--- config.mk ---
export PLATFORM = sky130hd
export DESIGN_NAME = alu_core
export DESIGN_NICKNAME = d
export VERILOG_FILES = /design/src/rtl/alu_pkg.sv /design/src/rtl/alu_core_bcd_adjust.sv /design/src/rtl/alu_core.sv
export SDC_FILE = /design/constraint.sdc
export NUM_CORES = 1
export LEC_CHECK = 0
export ABC_CLOCK_PERIOD_IN_PS = 7700
export CELL_PAD_IN_SITES_DETAIL_PLACEMENT = 0
export CELL_PAD_IN_SITES_GLOBAL_PLACEMENT = 1
export CORE_ASPECT_RATIO = 0.6
export CORE_MARGIN = 3
export CORE_UTILIZATION = 43
export DETAILED_ROUTE_END_ITERATION = 12
export HOLD_SLACK_MARGIN = 0.05
export PLACE_DENSITY_LB_ADDON = 0.1
export RECOVER_POWER = 25
export SYNTH_ARGS = -nofsm -noshare
export SYNTH_HDL_FRONTEND = slang
export SYNTH_SLANG_ARGS = --single-unit
--- constraint.sdc ---
create_clock -name clk -period 7.7 [get_ports clk]
set_input_delay 1.925 -clock clk [delete_from_list [all_inputs] [get_ports clk]]
set_output_delay 1.925 -clock clk [all_outputs]
set_load 0.02 [all_outputs]
--- src/rtl/alu_pkg.sv ---
// Shared types and constants for the clocked 65C02-style ALU.
package alu_pkg;

  typedef enum logic [3:0] {
    ADC   = 4'd0,
    SBC   = 4'd1,
    AND   = 4'd2,
    ORA   = 4'd3,
    EOR   = 4'd4,
    ASL   = 4'd5,
    LSR   = 4'd6,
    ROL   = 4'd7,
    ROR   = 4'd8,
    INC   = 4'd9,
    DEC   = 4'd10,
    CMP   = 4'd11,
    BIT   = 4'd12,
    IXADD = 4'd13,
    PASS  = 4'd14
  } alu_op_t;

  // Bit positions inside the {N,V,Z,C} flag vectors
  localparam int FLG_N = 3;
  localparam int FLG_V = 2;
  localparam int FLG_Z = 1;
  localparam int FLG_C = 0;

  typedef enum logic [1:0] {
    IDLE = 2'd0,
    EXEC = 2'd1,
    ADJ  = 2'd2
  } state_t;

  // Which of {N,V,Z,C} an op writes; undefined codes behave as PASS.
  function automatic logic [3:0] flag_mask(input logic [3:0] op);
    case (op)
      ADC, SBC:                flag_mask = 4'b1111;
      ASL, LSR, ROL, ROR, CMP: flag_mask = 4'b1011;
      BIT:                     flag_mask = 4'b1110;
      IXADD:                   flag_mask = 4'b0001;
      default:                 flag_mask = 4'b1010;
    endcase
  endfunction

endpackage

--- src/rtl/alu_core_bcd_adjust.sv ---
// Combinational BCD add/subtract with per-nibble +6/-6 correction.
module alu_bcd_adjust #(
  parameter int WIDTH = 8
) (
  input  logic [WIDTH-1:0] a,
  input  logic [WIDTH-1:0] b,
  input  logic             carry_in,
  input  logic             subtract,
  output logic [WIDTH-1:0] result,
  output logic             carry_out
);

  localparam int NIB = WIDTH / 4;

  logic       c_s;
  logic [4:0] t_s;
  logic [3:0] bn_s;

  // Ripple through the nibbles, correcting each digit and passing the decimal carry up
  always_comb begin
    c_s    = carry_in;
    t_s    = 5'd0;
    bn_s   = 4'd0;
    result = {WIDTH{1'b0}};
    for (int i = 0; i < NIB; i++) begin
      bn_s = subtract ? ~b[i*4 +: 4] : b[i*4 +: 4];
      t_s  = {1'b0, a[i*4 +: 4]} + {1'b0, bn_s} + {4'd0, c_s};
      if (subtract) begin
        // Carry out of the nibble means no borrow; a borrow needs -6
        if (t_s[4]) begin
          result[i*4 +: 4] = t_s[3:0];
          c_s              = 1'b1;
        end else begin
          result[i*4 +: 4] = t_s[3:0] - 4'd6;
          c_s              = 1'b0;
        end
      end else begin
        // Digit above 9 (including binary carry) is pushed past 15 by +6
        if (t_s > 5'd9) begin
          result[i*4 +: 4] = t_s[3:0] + 4'd6;
          c_s              = 1'b1;
        end else begin
          result[i*4 +: 4] = t_s[3:0];
          c_s              = 1'b0;
        end
      end
    end
    carry_out = c_s;
  end

endmodule

--- src/rtl/alu_core.sv ---
// Clocked 65C02 ALU: operand registers, start/busy/done FSM, registered result and flags.
module alu_core
  import alu_pkg::*;
#(
  parameter int WIDTH      = 8,
  parameter int DECIMAL_EN = 1
) (
  input  logic             clk,
  input  logic             reset,
  input  logic             acc_load,
  input  logic [WIDTH-1:0] acc_in,
  input  logic             db_load,
  input  logic [WIDTH-1:0] db_in,
  input  logic             addr_load,
  input  logic [WIDTH-1:0] addr_in,
  input  logic             start,
  input  logic [3:0]       op_in,
  input  logic             carry_in,
  input  logic             decimal_in,
  output logic             busy,
  output logic             done,
  output logic [WIDTH-1:0] result,
  output logic [3:0]       flags_out,
  output logic [3:0]       flags_we,
  output logic [WIDTH-1:0] acc_out,
  output logic [WIDTH-1:0] db_out,
  output logic [WIDTH-1:0] addr_out
);

  localparam int MSB = WIDTH - 1;

  state_t           state_r, state_s;
  logic [WIDTH-1:0] a_r, b_r, c_r;
  logic [WIDTH-1:0] opa_r, opb_r, opc_r;
  logic [3:0]       op_r;
  logic             cin_r, dec_r;

  logic [WIDTH-1:0] bop_s, bin_res_s, nz_src_s, bcd_res_s;
  logic [WIDTH:0]   sum_s, cmp_s, ix_s;
  logic             flag_n_s, flag_v_s, flag_z_s, flag_c_s, bcd_c_s;
  logic             decimal_op_s, sub_s;
  logic [3:0]       flags_bin_s, flags_dec_s;

  assign acc_out  = a_r;
  assign db_out   = b_r;
  assign addr_out = c_r;

  // Operand registers load in IDLE; start snapshots the pre-load values for the op
  always_ff @(posedge clk or posedge reset) begin
    if (reset) begin
      a_r   <= {WIDTH{1'b0}};
      b_r   <= {WIDTH{1'b0}};
      c_r   <= {WIDTH{1'b0}};
      opa_r <= {WIDTH{1'b0}};
      opb_r <= {WIDTH{1'b0}};
      opc_r <= {WIDTH{1'b0}};
      op_r  <= 4'd0;
      cin_r <= 1'b0;
      dec_r <= 1'b0;
    end else if (state_r == IDLE) begin
      if (acc_load)  a_r <= acc_in;
      if (db_load)   b_r <= db_in;
      if (addr_load) c_r <= addr_in;
      if (start) begin
        opa_r <= a_r;
        opb_r <= b_r;
        opc_r <= c_r;
        op_r  <= op_in;
        cin_r <= carry_in;
        dec_r <= decimal_in;
      end
    end
  end

  // WIDTH+1-bit adders for ADC/SBC, compare and index add
  always_comb begin
    sub_s = (op_r == SBC);
    bop_s = sub_s ? ~opb_r : opb_r;
    sum_s = {1'b0, opa_r} + {1'b0, bop_s} + {{WIDTH{1'b0}}, cin_r};
    cmp_s = {1'b0, opa_r} + {1'b0, ~opb_r} + {{WIDTH{1'b0}}, 1'b1};
    ix_s  = {1'b0, opc_r} + {1'b0, opb_r};
  end

  // Binary result and flag selection; flags an op does not touch read as 0
  always_comb begin
    bin_res_s = opb_r;
    flag_v_s  = 1'b0;
    flag_c_s  = 1'b0;
    case (op_r)
      ADC, SBC: begin
        bin_res_s = sum_s[MSB:0];
        flag_c_s  = sum_s[WIDTH];
        flag_v_s  = (opa_r[MSB] == bop_s[MSB]) && (sum_s[MSB] != opa_r[MSB]);
      end
      AND:   bin_res_s = opa_r & opb_r;
      ORA:   bin_res_s = opa_r | opb_r;
      EOR:   bin_res_s = opa_r ^ opb_r;
      ASL:   begin bin_res_s = {opa_r[MSB-1:0], 1'b0}; flag_c_s = opa_r[MSB]; end
      LSR:   begin bin_res_s = {1'b0, opa_r[MSB:1]};   flag_c_s = opa_r[0];   end
      ROL:   begin bin_res_s = {opa_r[MSB-1:0], cin_r}; flag_c_s = opa_r[MSB]; end
      ROR:   begin bin_res_s = {cin_r, opa_r[MSB:1]};   flag_c_s = opa_r[0];   end
      INC:   bin_res_s = opa_r + {{(WIDTH-1){1'b0}}, 1'b1};
      DEC:   bin_res_s = opa_r - {{(WIDTH-1){1'b0}}, 1'b1};
      CMP:   begin bin_res_s = opa_r; flag_c_s = cmp_s[WIDTH]; end
      BIT:   begin bin_res_s = opa_r; flag_v_s = opb_r[MSB-1]; end
      IXADD: begin bin_res_s = ix_s[MSB:0]; flag_c_s = ix_s[WIDTH]; end
      default: bin_res_s = opb_r;
    endcase
    nz_src_s = (op_r == CMP) ? cmp_s[MSB:0] : bin_res_s;
    if (op_r == BIT) begin
      flag_n_s = opb_r[MSB];
      flag_z_s = ((opa_r & opb_r) == {WIDTH{1'b0}});
    end else begin
      flag_n_s = nz_src_s[MSB];
      flag_z_s = (nz_src_s == {WIDTH{1'b0}});
    end
    flags_bin_s = {flag_n_s, flag_v_s, flag_z_s, flag_c_s} & flag_mask(op_r);
    // Decimal flags: N/Z from the adjusted value, V kept from the binary stage
    flags_dec_s = {bcd_res_s[MSB], flag_v_s, (bcd_res_s == {WIDTH{1'b0}}), bcd_c_s};
    decimal_op_s = (DECIMAL_EN != 0) && dec_r && ((op_r == ADC) || (op_r == SBC));
  end

  generate
    if (DECIMAL_EN != 0) begin : g_bcd
      alu_bcd_adjust #(.WIDTH(WIDTH)) u_bcd (
        .a        (opa_r),
        .b        (opb_r),
        .carry_in (cin_r),
        .subtract (sub_s),
        .result   (bcd_res_s),
        .carry_out(bcd_c_s)
      );
    end else begin : g_no_bcd
      assign bcd_res_s = {WIDTH{1'b0}};
      assign bcd_c_s   = 1'b0;
    end
  endgenerate

  // FSM next state: decimal ADC/SBC detour through ADJ
  always_comb begin
    state_s = state_r;
    case (state_r)
      IDLE: begin
        if (start) state_s = EXEC;
        else       state_s = IDLE;
      end
      EXEC: begin
        if (decimal_op_s) state_s = ADJ;
        else              state_s = IDLE;
      end
      ADJ:     state_s = IDLE;
      default: state_s = IDLE;
    endcase
  end

  // FSM state register
  always_ff @(posedge clk or posedge reset) begin
    if (reset) state_r <= IDLE;
    else       state_r <= state_s;
  end

  // Registered outputs: result/flags update only with the done pulse
  always_ff @(posedge clk or posedge reset) begin
    if (reset) begin
      result    <= {WIDTH{1'b0}};
      flags_out <= 4'd0;
      flags_we  <= 4'd0;
      done      <= 1'b0;
      busy      <= 1'b0;
    end else begin
      done <= 1'b0;
      busy <= (state_s != IDLE);
      if ((state_r == EXEC) && !decimal_op_s) begin
        result    <= bin_res_s;
        flags_out <= flags_bin_s;
        flags_we  <= flag_mask(op_r);
        done      <= 1'b1;
      end else if (state_r == ADJ) begin
        result    <= bcd_res_s;
        flags_out <= flags_dec_s;
        flags_we  <= 4'b1111;
        done      <= 1'b1;
      end
    end
  end

endmodule

---- Yosys cells after proc, flatten, opt, wreduce, memory -nomap -nowiden ----
Memory sizes are Yosys's and may differ from the RTL's.
Index checks and enable logic that the tools add are counted.
storage, ports and cells
  register bits ........................... 74
  bits in latches ......................... 0
  RAM bits ................................ 0
  ROM bits ................................ 128
  input port bits ......................... 36
  output and inout bits ................... 42
  memories kept ........................... 2
operators by class
  add/subtract/negate cells ............... 15
  $mul .................................... 0
  div/mod/pow operators ................... 0
  $lt $le $gt $ge ......................... 2
  equal/unequal tests ..................... 17
  shifts and indexed selects .............. 0
  mux-type cells .......................... 32
  bitwise operators ....................... 7
  reduce and logical (&&, ||, !) cells .... 20
memories
  name              words  bits a word  read ports  clocked after memory_dff  write ports  RTL line       source
  (name not given)  16     4            1           0                         0            alu_pkg.sv:36  case (op)
  (name not given)  16     4            1           0                         0            alu_pkg.sv:36
operators with widths
  operator                                                                         count
  8-bit case mux with 12 select lines                                              1
  4-bit 2-to-1 mux                                                                 12
  8-bit 2-to-1 mux                                                                 4
  8-bit by 8-bit adder with 9-bit output                                           3
  4-bit == test, second input constant                                             6
  8-bit logical NOT                                                                3
  4-bit by 3-bit == test with 1-bit output, second input constant                  4
  1-bit 2-to-1 mux                                                                 11
  4-bit by 4-bit adder with 5-bit output                                           2
  5-bit by 1-bit adder with 5-bit output                                           2
  5-bit by 4-bit greater-than comparator with 1-bit output, second input constant  2
  9-bit by 1-bit adder with 9-bit output                                           1
  9-bit by 1-bit adder with 9-bit output, second input constant                    1
  4-bit by 3-bit adder with 4-bit output, second input constant                    2
  8-bit by 1-bit adder with 8-bit output, second input constant                    1
  8-bit bitwise AND                                                                1
  4-bit by 2-bit == test with 1-bit output, second input constant                  2
  4-bit NOT                                                                        2
  8-bit NOT                                                                        1
  8-bit OR                                                                         1
  2-bit AND reduction                                                              4
  2-bit OR reduction                                                               4
  4-bit by 3-bit subtractor with 4-bit output, second input constant               2
  8-bit by 1-bit subtractor with 8-bit output, second input constant               1
  17 further kinds                                                                 20

---- Depth between registers and ports, before layout ----
  depth in word-level cells ............... 14
  depth in mapped cells ................... 30
  gate-level depth less buffers ........... 28

---- Cells and area by module ----
A second synthesis with hierarchy kept.
second synthesis, totals
  cell total of the unflattened synthesis .. 710
  area, all modules ....................... 6,274.8 sq um
modules (own cells, without submodules)
  module          times used  cells each  area each (sq um)  seq. area each (sq um)
  alu_core        1           609         5,462.7            1,826.8
  alu_bcd_adjust  1           101         812.0              0.0

---- Least setup slack after synthesis ----
Ideal clock, no wire load.
  path type ............................... register -> register
  start point ............................. reg op_r[1]
  end point ............................... reg flags_out[1]
  data arrival time ....................... 5.770 ns
  required time ........................... 7.596 ns
  slack ................................... 1.827 ns
  stages on the path, launching flop included .. 30
  clock period less this slack ............ 5.873 ns
  path through ............................ dfrtp_1 inv_1 ha_1 clkbuf_1 inv_1 nor2_1 buf_2 xnor2_1 fa_1 nor2b_1 o21a_1 nor2_1 inv_1 ha_1 inv_1 o21ai_0 a41o_1 fa_1 inv_1 fa_1 xnor2_1 inv_1 ha_1 nor2b_1 a31oi_1 a211oi_1 or3_1 a211oi_1 a31oi_1 o41ai_2
on the way
  word-level cells in the longest chain between the ends .. 14
RTL lines
  element                                                               RTL line                                              source
  from (decl)                                                           alu_core.sv:35                                        logic [3:0] op_r;
  from (signal assigned)                                                alu_core.sv:68                                        op_r <= op_in;
  4-bit by 1-bit == test with 1-bit output                              alu_core.sv:77, alu_core.sv:89, alu_core.sv:120
  4-bit 2-to-1 mux                                                      alu_core_bcd_adjust.sv:26                             bn_s = subtract ? ~b[i*4 +: 4] : b[i*4 +: 4];
  4-bit by 4-bit adder with 5-bit output                                alu_core_bcd_adjust.sv:27                             t_s = {1'b0, a[i*4 +: 4]} + {1'b0, bn_s} + {4'd0, c_s};
  5-bit by 1-bit adder with 5-bit output                                alu_core_bcd_adjust.sv:27
  5-bit by 4-bit greater-than comparator with 1-bit output              alu_core_bcd_adjust.sv:39                             if (t_s > 5'd9) begin
  1-bit 2-to-1 mux                                                      alu_core_bcd_adjust.sv:39
  1-bit 2-to-1 mux                                                      alu_core_bcd_adjust.sv:28                             if (subtract) begin
  5-bit by 1-bit adder with 5-bit output                                alu_core_bcd_adjust.sv:27
  4-bit by 3-bit adder with 4-bit output, or another cell as far along  alu_core_bcd_adjust.sv:40                             result[i*4 +: 4] = t_s[3:0] + 4'd6;
  4-bit 2-to-1 mux, on equally long branches                            alu_core_bcd_adjust.sv:39, alu_core_bcd_adjust.sv:30
  4-bit 2-to-1 mux                                                      alu_core_bcd_adjust.sv:28
  8-bit logical NOT                                                     alu_core.sv:119                                       flags_dec_s = {bcd_res_s[MSB], flag_v_s, (bcd_res_s == {WIDTH{1'b0}}), bcd_c_s};
  4-bit 2-to-1 mux                                                      alu_core.sv:178                                       end else if (state_r == ADJ) begin
  4-bit 2-to-1 mux                                                      alu_core.sv:173                                       if ((state_r == EXEC) && !decimal_op_s) begin
  to (signal assigned)                                                  alu_core.sv:175                                       flags_out <= flags_bin_s;
  to (signal assigned)                                                  alu_core.sv:180                                       flags_out <= flags_dec_s;
  to (decl)                                                             alu_core.sv:23                                        output logic [3:0] flags_out,
Several ways; a longest one is shown, not always the timed one. The select of a mux whose other input is x is not followed.
A chain may end at the register's enable or synchronous reset.

---- Worst setup path in the final report ----
Ends and elaborated chain as after synthesis.

==> run summary <==
number of buffers created by CTS -> 9
leakage power -> 2.99 nW
reg-to-reg slack, setup -> 0.86 ns
mean routed wirelength per cell -> 22.8 um
first-pass GRT wire length -> 31.7 mm
largest net degree at the start of global routing -> 74
GR Util met2 -> 0.349
clock-pin slew on the worst setup and hold paths -> 0.07 ns
drt via density -> 6.17
maximum clock frequency -> 0.146 GHz
Yosys warning count -> 0
share of post-route cells with drive strength above 1 -> 0.0935
TNS Setup -> 0 ns
Yosys reg bits -> 73
crit-path max cell delay -> 0.70 ns
number of port buffers -> 77
internal cell power -> 0.00141 W
critical path's most frequent cell -> inv_1
CTS tree -> done
clock share of power -> 0.164
root buf cell -> clkbuf_16
final setup vio count -> 0
Post-Syn Area -> 5890 sq um
Crit path depth -> 27
htree depth -> 3
antenna cells -> 0
Iter 0 DRT Violations -> 495
hpwl dp -> 16.0 mm
# fillers -> 1,168
1st-pass router iterations -> 5
routed wire length -> 20.4 mm
clock tree buffer depth -> 2
Max stage delay cell, worst path -> nor2_1
Worst setup SP type -> register
Util after Layout -> 0.542
PnR Total Power -> 0.00266 W
Psw -> 0.00125 W
final hold vios -> 0
initial core utilization -> 0.450
gr usage total -> 0.271
Finished Cell Area -> 7090 sq um
Residual DRC -> 0
met3 Use GR -> 0.106
Cells on Worst Hold Path -> 2
relative slew slack -> -1.67
status -> complete, but fails checks
largest cells by area after synthesis -> dfrtp_1 31%, ha_1 12%, mux2_2 6.5%, o21ai_0 4.2%, a21oi_1 3.3%
Max Cap Violations -> 2
vias in the first global route -> 5,370
Least-Margin Pin Slew -> 4.01 ns
met1 usage -> 0.429
crit path time final -> 6.84 ns
post-synthesis cell count -> 653
prevailing post-synth register cell -> dfrtp_1
cts hold-fix bufs -> 0
CTS Sinks -> 73
Die ar. -> 15,200 sq um
sequential share of the synthesized area -> 0.310
Die H -> 96.7 um
Syn Nets -> 750
clk_skew -> 0.0114 ns
multi-input combinational cell area -> 3750 sq um
delay-heaviest family, CP -> adder cells
Seq pwr share -> 0.222
die width -> 157 um
Final Cycle Share -> 0.888
placer congestion estimate -> 0.984
placed inst area -> 6800 sq um
Max FO, Critical Path -> 13
crit end category -> register
peak supply drop -> 132 uV
Synth top area share -> 0.310
Layout area overhead -> 20.4%
Arr. time, crit path -> 7.08 ns
row count -> 32
Async S/R FF share, synth -> 1.00
Cell variety after synth -> 79
postcts setup bufs -> 0
cell taking the most area after synthesis -> dfrtp_1
Slew Limit Fails -> 128
grt ovf -> 0
GRT Max-Usage Layer -> met1
I/O pins -> 78
Antenna Violating Nets Remaining -> 0
Register Area -> 1830 sq um
Logic pwr share -> 0.614
routed vias -> 5,538
RSZ-0062 raised after global routing -> no
WP data required -> 7.94 ns
Setup Crit Path Kind -> register to register
post-cts gate resize count -> 0
EDFF count, synth -> 0
Switching Fraction -> 0.471
failing checks -> max-capacitance violations, max-slew violations
worst-skew pair later-pin latency -> 0.34 ns
Final nets -> 819
R2R cell count -> 27
syn_area_per_cell -> 9.02 sq um
core area -> 13,100 sq um
power per cell area -> 375 nW/um^2
Hold Path Class -> register to register
buffers and inverters on the worst path -> 6
initial antenna violation count -> 0
cell usage after synthesis, types with 6 or more instances:
| cell type | count |
|---|---|
| dfrtp_1 | 73 |
| ha_1 | 55 |
| o21ai_0 | 49 |
| nand2_1 | 47 |
| inv_1 | 46 |
| a21oi_1 | 39 |
| nor2_1 | 38 |
| mux2_2 | 34 |
| xnor2_1 | 22 |
| clkbuf_1 | 19 |
| nor3_1 | 16 |
| nand3_1 | 14 |
| o211ai_1 | 14 |
| a211oi_1 | 10 |
| a22oi_1 | 10 |
| and2_1 | 8 |
| and3_1 | 8 |
| nor2b_1 | 8 |
| nor4_1 | 8 |
| o21a_1 | 8 |
| o21ai_1 | 7 |
| fa_1 | 6 |
tightest hold or removal path, cell delays in order, from the launching register on:
cell and delay (ns):
dfrtp_1 0.34, nor2_1 0.05, nor2_1 0.08
sequential cells by signal (all words and copies together), names as in the netlist, 4 cells and up:
| name | count |
|---|---|
| flags_out | 4 |
| opc_r | 8 |
| result | 8 |
| db_out | 8 |
| acc_out | 8 |
| opa_r | 8 |
| addr_out | 8 |
| op_r | 4 |
| opb_r | 8 |
final cells by class:
class | count | share of cell area
Multi-Input combinational cell | 506 | 0.529
Sequential cell | 73 | 0.258
Timing Repair Buffer | 85 | 0.116
Clock buffer | 11 | 0.0342
Tap cell | 170 | 0.0300
Inverter | 47 | 0.0249
Clock inverter | 5 | 0.00882
per-layer routing:
| layer | wire length, um | share of wire |
|---|---|---|
| met1 | 10100 | 0.49 |
| met2 | 7900 | 0.39 |
| met3 | 2290 | 0.11 |
| met4 | 163 | 0.0080 |
| met5 | 0 | 0 |
kinds of logic (layout without fill, tap and decap cells):
group,Yosys count,count (layout),synth area share
AO/OA/AOI/OAI,202,202,0.229
XOR/XNOR,24,24,0.0357
adder cells (fa/ha/maj),61,61,0.137
buffers and inverters,74,148,0.0527
flip-flops,73,73,0.310
multiplexers,41,41,0.0792
AND/OR/NAND/NOR,178,178,0.156
metrics by stage:
| step | hold WS (ns) | setup slack (ns) | cells |
|---|---|---|---|
| 5_1_grt | 0.538 | 0.258 | 897 |
| 4_1_cts | 0.506 | 0.963 | 897 |
| 3_3_place_gp | 0.483 | 1.31 | 881 |
| 6_report | 0.510 | 0.862 | 897 |
| 2_1_floorplan | 0.487 | 1.83 | 653 |
| 3_5_place_dp | 0.494 | 1.01 | 881 |
power groups by stage:
stage	Clock [W]	Combinational, W	Sequential (W)
2_1_floorplan	0	0.00104	0.000620
3_3_place_gp	0	0.00157	0.000588
3_5_place_dp	0	0.00158	0.000591
4_1_cts	0.000445	0.00159	0.000586
5_1_grt	0.000462	0.00177	0.000600
6_report	0.000436	0.00163	0.000589
cells in the final DEF, fill, tap and decap left out, drive strengths merged, types with 10 or more instances in the layout:
cell,n
mux2,35
o211ai,14
nand3,14
xnor2,22
a21oi,40
nor4,10
clkbuf,14
o21ai,57
a211oi,10
nor3,16
a22oi,10
dfrtp,73
clkdlybuf4s50,73
ha,55
inv,48
nand2,47
nor2,38
worst paths after layout:
check / start / end
setup / recovery: op_r[1] / flags_out[1]
hold reg to reg: flags_we[2] / flags_we[2]
hold / removal: flags_we[2] / flags_we[2]
max in group asynchronous: reset / result[5]
min in group asynchronous: reset / db_out[1]
setup reg to reg: op_r[1] / flags_out[1]
No activity file was read; power rests on OpenSTA's default activity.
